===== src/rtl/sobel_window_ctrl_if.sv =====
// Handshake bundle between the Sobel window controller and its frame driver/convolver.
interface sobel_window_ctrl_if #(
  parameter int unsigned ADDR_W = 12
) ();

  logic              start;
  logic              conv_ready;
  logic              rd_en;
  logic [ADDR_W-1:0] rd_addr;
  logic              win_valid;
  logic [ADDR_W-1:0] out_x;
  logic [ADDR_W-1:0] out_y;
  logic              busy;
  logic              done;

  modport master (
    output start, conv_ready,
    input  rd_en, rd_addr, win_valid, out_x, out_y, busy, done
  );

  modport slave (
    input  start, conv_ready,
    output rd_en, rd_addr, win_valid, out_x, out_y, busy, done
  );

endinterface


===== src/rtl/sobel_window_ctrl.sv =====
// Walks a 3x3 window over the frame: 9 column-major reads, a fixed loader settle time,
// then holds the window until the convolver accepts it.
module sobel_window_ctrl #(
  parameter int unsigned IMG_W    = 64,
  parameter int unsigned IMG_H    = 64,
  parameter int unsigned ADDR_W   = 12,
  parameter int unsigned LOAD_LAT = 3
) (
  input logic                clk,
  input logic                rst_n,
  sobel_window_ctrl_if.slave ctrl_if
);

  localparam logic [ADDR_W-1:0] WStep    = ADDR_W'(IMG_W);
  localparam logic [ADDR_W-1:0] XLast    = ADDR_W'(IMG_W - 3);
  localparam logic [ADDR_W-1:0] YLast    = ADDR_W'(IMG_H - 3);
  localparam logic [ADDR_W-1:0] AddrOne  = ADDR_W'(1);
  localparam logic [3:0]        WaitLast = 4'(LOAD_LAT - 1);

  typedef enum logic [2:0] {StIdle, StFetch, StWait, StEmit, StFin} state_e;

  state_e            state_q, state_d;
  logic [ADDR_W-1:0] x_q, x_d, y_q, y_d;
  logic [ADDR_W-1:0] base_q, base_d;          // y*IMG_W + x, kept by running adds
  logic [ADDR_W-1:0] row_base_q, row_base_d;  // y*IMG_W
  logic [ADDR_W-1:0] col_addr_q, col_addr_d;  // top pixel of the column being read
  logic [1:0]        r_q, r_d, c_q, c_d;
  logic [3:0]        wait_q, wait_d;
  logic              rd_en_q, rd_en_d;
  logic [ADDR_W-1:0] rd_addr_q, rd_addr_d;
  logic              win_valid_q, win_valid_d;
  logic              busy_q, busy_d;
  logic              done_q, done_d;
  logic [ADDR_W-1:0] next_base;
  logic              fetch;

  always_comb begin
    state_d     = state_q;
    x_d         = x_q;
    y_d         = y_q;
    base_d      = base_q;
    row_base_d  = row_base_q;
    col_addr_d  = col_addr_q;
    r_d         = r_q;
    c_d         = c_q;
    wait_d      = wait_q;
    rd_en_d     = 1'b0;
    rd_addr_d   = rd_addr_q;
    win_valid_d = win_valid_q;
    busy_d      = busy_q;
    done_d      = 1'b0;
    next_base   = base_q;
    fetch       = 1'b0;

    unique case (state_q)
      StIdle: begin
        if (ctrl_if.start) begin
          x_d        = '0;
          y_d        = '0;
          row_base_d = '0;
          next_base  = '0;
          busy_d     = 1'b1;
          fetch      = 1'b1;
        end
      end
      StFetch: begin
        if (r_q == 2'd2 && c_q == 2'd2) begin
          state_d = StWait;
          wait_d  = '0;
        end else if (r_q != 2'd2) begin
          rd_en_d   = 1'b1;
          r_d       = r_q + 2'd1;
          rd_addr_d = rd_addr_q + WStep;
        end else begin
          rd_en_d    = 1'b1;
          r_d        = '0;
          c_d        = c_q + 2'd1;
          col_addr_d = col_addr_q + AddrOne;
          rd_addr_d  = col_addr_q + AddrOne;
        end
      end
      StWait: begin
        if (wait_q == WaitLast) begin
          state_d     = StEmit;
          win_valid_d = 1'b1;
        end else begin
          wait_d = wait_q + 4'd1;
        end
      end
      StEmit: begin
        if (ctrl_if.conv_ready) begin
          win_valid_d = 1'b0;
          if (x_q != XLast) begin
            x_d       = x_q + AddrOne;
            next_base = base_q + AddrOne;
            fetch     = 1'b1;
          end else if (y_q != YLast) begin
            x_d        = '0;
            y_d        = y_q + AddrOne;
            row_base_d = row_base_q + WStep;
            next_base  = row_base_q + WStep;
            fetch      = 1'b1;
          end else begin
            state_d = StFin;
            done_d  = 1'b1;
            busy_d  = 1'b0;
          end
        end
      end
      StFin: begin
        state_d = StIdle;
      end
      default: begin
        state_d = StIdle;
      end
    endcase

    // Shared entry into FETCH: the first read of a window issues in the entry cycle.
    if (fetch) begin
      state_d    = StFetch;
      base_d     = next_base;
      col_addr_d = next_base;
      rd_addr_d  = next_base;
      rd_en_d    = 1'b1;
      r_d        = '0;
      c_d        = '0;
    end
  end

  always_ff @(posedge clk or negedge rst_n) begin
    if (!rst_n) begin
      state_q     <= StIdle;
      x_q         <= '0;
      y_q         <= '0;
      base_q      <= '0;
      row_base_q  <= '0;
      col_addr_q  <= '0;
      r_q         <= '0;
      c_q         <= '0;
      wait_q      <= '0;
      rd_en_q     <= 1'b0;
      rd_addr_q   <= '0;
      win_valid_q <= 1'b0;
      busy_q      <= 1'b0;
      done_q      <= 1'b0;
    end else begin
      state_q     <= state_d;
      x_q         <= x_d;
      y_q         <= y_d;
      base_q      <= base_d;
      row_base_q  <= row_base_d;
      col_addr_q  <= col_addr_d;
      r_q         <= r_d;
      c_q         <= c_d;
      wait_q      <= wait_d;
      rd_en_q     <= rd_en_d;
      rd_addr_q   <= rd_addr_d;
      win_valid_q <= win_valid_d;
      busy_q      <= busy_d;
      done_q      <= done_d;
    end
  end

  assign ctrl_if.rd_en     = rd_en_q;
  assign ctrl_if.rd_addr   = rd_addr_q;
  assign ctrl_if.win_valid = win_valid_q;
  assign ctrl_if.out_x     = x_q;
  assign ctrl_if.out_y     = y_q;
  assign ctrl_if.busy      = busy_q;
  assign ctrl_if.done      = done_q;

endmodule


===== src/flat_wrapper.sv =====
// flat-port wrapper written by rule: the top's interface ports become plain ports
module sobel_window_ctrl_flat 
#(
  parameter int unsigned IMG_W    = 64,
  parameter int unsigned IMG_H    = 64,
  parameter int unsigned ADDR_W   = 12,
  parameter int unsigned LOAD_LAT = 3
)
  (clk, rst_n, ctrl_if_start, ctrl_if_conv_ready, ctrl_if_rd_en, ctrl_if_rd_addr, ctrl_if_win_valid, ctrl_if_out_x, ctrl_if_out_y, ctrl_if_busy, ctrl_if_done);
  sobel_window_ctrl_if #(.ADDR_W(ADDR_W)) ctrl_if_i ();
  input logic clk;
  input logic rst_n;
  input wire logic [$bits(ctrl_if_i.start)-1:0] ctrl_if_start;
  input wire logic [$bits(ctrl_if_i.conv_ready)-1:0] ctrl_if_conv_ready;
  output wire logic [$bits(ctrl_if_i.rd_en)-1:0] ctrl_if_rd_en;
  output wire logic [$bits(ctrl_if_i.rd_addr)-1:0] ctrl_if_rd_addr;
  output wire logic [$bits(ctrl_if_i.win_valid)-1:0] ctrl_if_win_valid;
  output wire logic [$bits(ctrl_if_i.out_x)-1:0] ctrl_if_out_x;
  output wire logic [$bits(ctrl_if_i.out_y)-1:0] ctrl_if_out_y;
  output wire logic [$bits(ctrl_if_i.busy)-1:0] ctrl_if_busy;
  output wire logic [$bits(ctrl_if_i.done)-1:0] ctrl_if_done;
  assign ctrl_if_i.start = ctrl_if_start;
  assign ctrl_if_i.conv_ready = ctrl_if_conv_ready;
  assign ctrl_if_rd_en = ctrl_if_i.rd_en;
  assign ctrl_if_rd_addr = ctrl_if_i.rd_addr;
  assign ctrl_if_win_valid = ctrl_if_i.win_valid;
  assign ctrl_if_out_x = ctrl_if_i.out_x;
  assign ctrl_if_out_y = ctrl_if_i.out_y;
  assign ctrl_if_busy = ctrl_if_i.busy;
  assign ctrl_if_done = ctrl_if_i.done;
  sobel_window_ctrl #(.IMG_W(IMG_W), .IMG_H(IMG_H), .ADDR_W(ADDR_W), .LOAD_LAT(LOAD_LAT)) u_core (.clk(clk), .rst_n(rst_n), .ctrl_if(ctrl_if_i));
endmodule

===== config.mk =====
export PLATFORM = sky130hd
export DESIGN_NAME = sobel_window_ctrl_flat
export DESIGN_NICKNAME = d
export VERILOG_FILES = /design/src/rtl/sobel_window_ctrl_if.sv /design/src/rtl/sobel_window_ctrl.sv /design/src/flat_wrapper.sv
export SDC_FILE = /design/constraint.sdc
export NUM_CORES = 1
export LEC_CHECK = 0
export ABC_AREA = 1
export BUFFER_PORTS_ARGS = -buffer_cell sky130_fd_sc_hd__buf_4
export CORE_MARGIN = 2
export CORE_UTILIZATION = 35
export CTS_BUF_LIST = sky130_fd_sc_hd__clkbuf_16
export DETAILED_ROUTE_END_ITERATION = 12
export MAX_ROUTING_LAYER = met4
export PLACE_DENSITY = 0.6
export SKIP_LAST_GASP = 1
export SLEW_MARGIN = 20
export SYNTH_ARGS = -nofsm -noshare
export SYNTH_HDL_FRONTEND = slang
export SYNTH_SLANG_ARGS = --single-unit

===== constraint.sdc =====
create_clock -name clk -period 2.3 [get_ports clk]
set_input_delay 0.345 -clock clk [delete_from_list [all_inputs] [get_ports clk]]
set_output_delay 0.345 -clock clk [all_outputs]
set_load 0.02 [all_outputs]

---- Word-level counts from Yosys, hierarchy flattened ----
Cells that the tools add are included.
W data, S select, Z words.
operators by class
  add/sub/neg operators ................... 9
  equality and inequality tests ........... 26
  mux-type cells .......................... 64
  reduce and logical (&&, ||, !) cells .... 14
operator list
  cell                     count
  $mux W12                 22
  $pmux W12 S2             4
  $add A12 B1 Y12 const B  4
  $add A12 B7 Y12 const B  2
  $ne A12 B6 Y1 const B    2
  $mux W3                  6
  $mux W1                  17
  $mux W2                  8
  $ne A2 B1 Y1 const B     6
  $ne A2 B2 Y1 const B     6
  $pmux W3 S4              1
  $reduce_and A5 Y1        2
  $ne A3 B1 Y1 const B     3
  $ne A3 B2 Y1 const B     3
  $reduce_and A3 Y1        3
  $mux W4                  2
  $pmux W4 S2              1
  $reduce_bool A2 Y1       4
  $eq A3 B2 Y1 const B     2
  $pmux W1 S2              3
  $reduce_and A6 Y1        1
  $add A2 B1 Y2 const B    2
  $add A4 B1 Y4 const B    1
  $eq A2 B2 Y1 const B     2
  6 further kinds          6
storage, ports and cells
  bits in registers ....................... 87
  output and inout bits ................... 40
  word-level logic and storage cells ...... 127

---- Longest topological paths before layout ----
  depth in word-level cells ............... 7
  gate-level depth with buffers ........... 15
  gate-level depth less buffers ........... 14

---- Worst setup path before layout ----
OpenSTA, ideal clock, no wires.
  kind .................................... register -> register
  start ................................... register u_core.x_q[0], in the netlist u_core.ctrl_if.out_x[0]
  end ..................................... register u_core.col_addr_q[5]
  setup time .............................. 0.116 ns
  arrival ................................. 1.819 ns
  required time ........................... 2.184 ns
  slack ................................... 0.365 ns
  cell stages (with the launch flop) ...... 13
  cells stage by stage .................... dfrtp_1 ha_1 nand2_1 nor2_1 nand3_2 inv_2 nand3_2 nand2_4 o21ai_2 buf_6 buf_6 o21ai_2 inv_1
between the ends
  cells in the longest elaborated chain, start to end .. 6
  elaborated cells between the ends (all ways) .. 12
  those cells by class .................... 3 x eq/ne; 7 x mux; 2 x reduce/logical
ends and longest elaborated chain
  what                                                                 RTL line                  source
  start, declared                                                      sobel_window_ctrl.sv:23   logic [ADDR_W-1:0] x_q, x_d, y_q, y_d;
  start signal, assigned                                               sobel_window_ctrl.sv:133  x_q <= '0;
  start signal, assigned                                               sobel_window_ctrl.sv:148  x_q <= x_d;
  $ne A12 B6 Y1 (*)                                                    sobel_window_ctrl.sv:93   if (x_q != XLast) begin
  $mux W1                                                              sobel_window_ctrl.sv:93
  $mux W1                                                              sobel_window_ctrl.sv:91   if (ctrl_if.conv_ready) begin
  $pmux W1 S2                                                          sobel_window_ctrl.sv:55   unique case (state_q)
  $ne A2 B1 Y1 (no line) / $reduce_bool A2 Y1 (equally long branches)  --
  $reduce_and A3 Y1 (no line)                                          --
  end signal, assigned                                                 sobel_window_ctrl.sv:152  col_addr_q <= col_addr_d;
  end, declared                                                        sobel_window_ctrl.sv:26   logic [ADDR_W-1:0] col_addr_q, col_addr_d;
Mark *: on every way between the ends. The rest lies on a longest branch, timed or not.
A chain may end at the register's enable or synchronous reset.

---- Worst setup path in the final report ----
  start ................................... register u_core.x_q[1], in the netlist u_core.ctrl_if.out_x[1]
  end ..................................... register u_core.col_addr_q[2]
Same word-level chain as after synthesis.

==> results.ini <==
[worst_hold_path]
min-delay-path-class=primary input to async pin

[yosys]
synthCells=643
syn-cell-area_sq_um=4957
synth.yosys.warnings=0
postSynth.asyncResetShare=1.000
synth-seq-area-share=0.4089
synth-edff-count=0
synth.net_count=658
synth_flop_cell=dfrtp_1
postSynthAreaPerCell_sq_um=7.710
synth.ff_latch_count=81
synthDistinctLibCells=46

[finish]
net_count_of_the_finished_layout=716
finalCoreUtilization=0.4220
final_common_cell=nand2_1
drive_above_1_share=0.1898
multi_input_comb_area_sq_um=2491
commonest_non_fill_non_tap_cells_in_the_layout=nand2_1, dfrtp_1, inv_1, nand3_1, buf_4
areaGrowthSynthToFinish_pct=18.17
final_design_area_no_fill_sq_um=5858
insertedDiodeCount=0
layout.area.seq_sq_um=2027
filler_cell_count=1408

[timing]
achievable-frequency_mhz=466.5
worst_slew_margin_rel=0.6606
timing.clock.skew_ns=0.01174
slew_viol_final=0
finalCritPeriodShare=0.9321
timing_worst_slew_pin_value_ns=0.5053
report.final.hold_viol_count=0
grt_setup_unrepaired=yes
crit_path_time_final_ns=2.144
finalSetupViolCount=0
worst_hold_margin_ns=0.01076

[route]
drt_drc_violations_left=0
detailroute.via_count=4495
detailedRoute.firstPassIterationCount=7
routed_wire_length_per_instance_um=14.35
drt-vias-per-instance=5.073
detail_route.iter0.violations=268
drt_wl_total_um=12720
antenna_violating_nets_post_route=0

[floorplanning]
die_x_um=123.0
rows=43
die_area_sq_um=15130
ios=44
chipHeight_um=123.0
core_area_sq_um=13880
initial_cell_density_of_the_core=0.3571

[setup_path]
timing.critical_path.slowest_cell_delay_ns=0.41
critical-path-top-cell-by-count=nand2_1
required_ns=2.59
start_kind=flop
critical_path.cell_chain=inv_1, ha_1, nand2_1, nor2_1, nand3_2, inv_2, nand3_2, nand2_8, buf_4, nand2_2, nand2_2, nand2_1, o21ai_1, nand2_1, nand2_1
worstPathArrival_ns=2.43
critPathMaxFanout=18
worstSetupEndpointType=flop
cpMaxStageDelayCell=dfrtp_1
crit_type=flop to flop

[clock_network]
number_of_buffers_inserted_during_clock_tree_synthesis=9
holdBufCountCts=0
cts_max_level=3
tritoncts_clock_tree=yes
clock_tree.root_cell=clkbuf_16
cts_sinks=81
clk_pin_slew_ns=0.07
clock_tree.buffer_depth=2
worst_skew_pair_latency_ns=0.35

[grt]
gr-usage-met2=0.2904
grt_antenna_before_repair=0
fraction_of_met1_tracks_used_by_global_routing=0.2341
first_pass_grt_wire_length_um=21030
grt_overflow=0
globalRoute.busiestLayer=met2
grt_pass1_vias=4295
global_route.usage.met3=0.03967
grt_util_all_layers=0.1823
grt_start_max_net_pins=82

[power_and_ir_drop]
vdd_ir_drop_max_uv=580.3
leakagePower_nw=2.802
total_power_mw=6.970
pwr_density_cell_nw_per_um2=1190

[job]
max_cap_violations=0

[placed_design]
gpl.final_weighted_congestion=0.9419
placement.io_buffers=43
placed_cell_area_sq_um=5529
hpwlAfterDp_um=9376

[status]
status=finished clean

flip-flops by register name, summed over array words and instances, names as in the netlist:
register                  cells
u_core.row_base_q             6
u_core.wait_q                 4
u_core.ctrl_if.win_valid      1
u_core.state_q                3
u_core.c_q                    2
u_core.ctrl_if.out_y         12
u_core.ctrl_if.busy           1
u_core.r_q                    2
u_core.ctrl_if.done           1
u_core.col_addr_q            12
u_core.base_q                12
u_core.ctrl_if.rd_addr       12
u_core.ctrl_if.rd_en          1
u_core.ctrl_if.out_x         12
cell type report:
type / instances / area share
multi-input combinational: 465 / 0.4252
sequential: 81 / 0.3460
timing repair buffer: 62 / 0.08159
inverter: 82 / 0.05425
clock buffer: 9 / 0.03845
tap: 180 / 0.03845
clock inverter: 7 / 0.01602
where the power goes:
| part | switching (mW) | internal, mW | leakage, nW |
|---|---|---|---|
| combinational | 2.06 | 1.13 | 1.59 |
| sequential | 0.382 | 1.83 | 1.06 |
| clock | 0.618 | 0.951 | 0.152 |
| total | 3.06 | 3.91 | 2.80 |
synth_stat cells, types with 4 or more instances:
library cell | number | area share
o21ai_0 | 34 | 0.034
dfrtp_1 | 81 | 0.41
inv_2 | 9 | 0.0068
nor2_1 | 53 | 0.040
nor3_1 | 14 | 0.014
nand3_1 | 61 | 0.062
nor2_2 | 9 | 0.011
nand2_2 | 5 | 0.0063
o22ai_1 | 5 | 0.0063
ha_1 | 11 | 0.028
buf_6 | 7 | 0.016
o31ai_1 | 5 | 0.0076
nor2_4 | 5 | 0.011
nand2_1 | 159 | 0.12
a21oi_2 | 7 | 0.012
a21oi_1 | 22 | 0.022
inv_1 | 69 | 0.052
o21ai_1 | 9 | 0.0091
nand4_1 | 10 | 0.013
nand3_2 | 4 | 0.0081
xor2_1 | 18 | 0.032
nand3b_1 | 5 | 0.0076
stage by stage:
stage	setup slack (ns)	TNS (ns)	cells
2_1_floorplan	0.3650	0	643
3_3_place_gp	0.2049	0	870
3_5_place_dp	0.1468	0	870
4_1_cts	0.1396	0	886
5_1_grt	-0.03232	-0.07510	886
6_report	0.1562	0	886
logic make-up after synthesis:
family,after synthesis,synth area share
xor gates and xnor gates,21,0.03710
AOI/OAI and AO/OA,99,0.1234
DFF,81,0.4089
adders and majority gates,11,0.02776
and+or+nand+nor,334,0.3125
buffers and inverters,97,0.09036
path summary, 6_finish.rpt:
path / start / endpoint / slack (ns) / depth (start not counted)
setup / recovery: u_core.ctrl_if.out_x[1] / u_core.col_addr_q[2] / 0.16 / 15
hold / removal: rst_n / u_core.ctrl_if.out_y[9] / 0.01 / 2
setup reg to reg: u_core.ctrl_if.out_x[1] / u_core.col_addr_q[2] / 0.16 / 15
hold reg to reg: u_core.ctrl_if.rd_addr[1] / u_core.ctrl_if.rd_addr[1] / 0.48 / 2
max in group asynchronous: rst_n / u_core.col_addr_q[4] / 1.91 / 2
min in group clk: ctrl_if_start / u_core.ctrl_if.busy / 0.35 / 3
per-layer routing:
metal,vias to the layer above,wire (um),part of all wire
li1,2227,-,-
met1,2138,5897,0.46
met2,117,6097,0.48
met3,13,555,0.044
met4,0,167,0.013
met5,-,0,0
critical path, delay by kind of cell (launching register included):
kind | cells | cell delay (ns)
simple gates | 10 | 0.93
buf+inv | 3 | 0.49
flops | 1 | 0.41
fa+ha+maj | 1 | 0.16
compound gates | 1 | 0.09
what timing repair did:
action	CTS	global route
setup endpoints to repair	0	9
setup buffers	0	0
resized for setup	0	2
(Power assumes the default switching activity.)
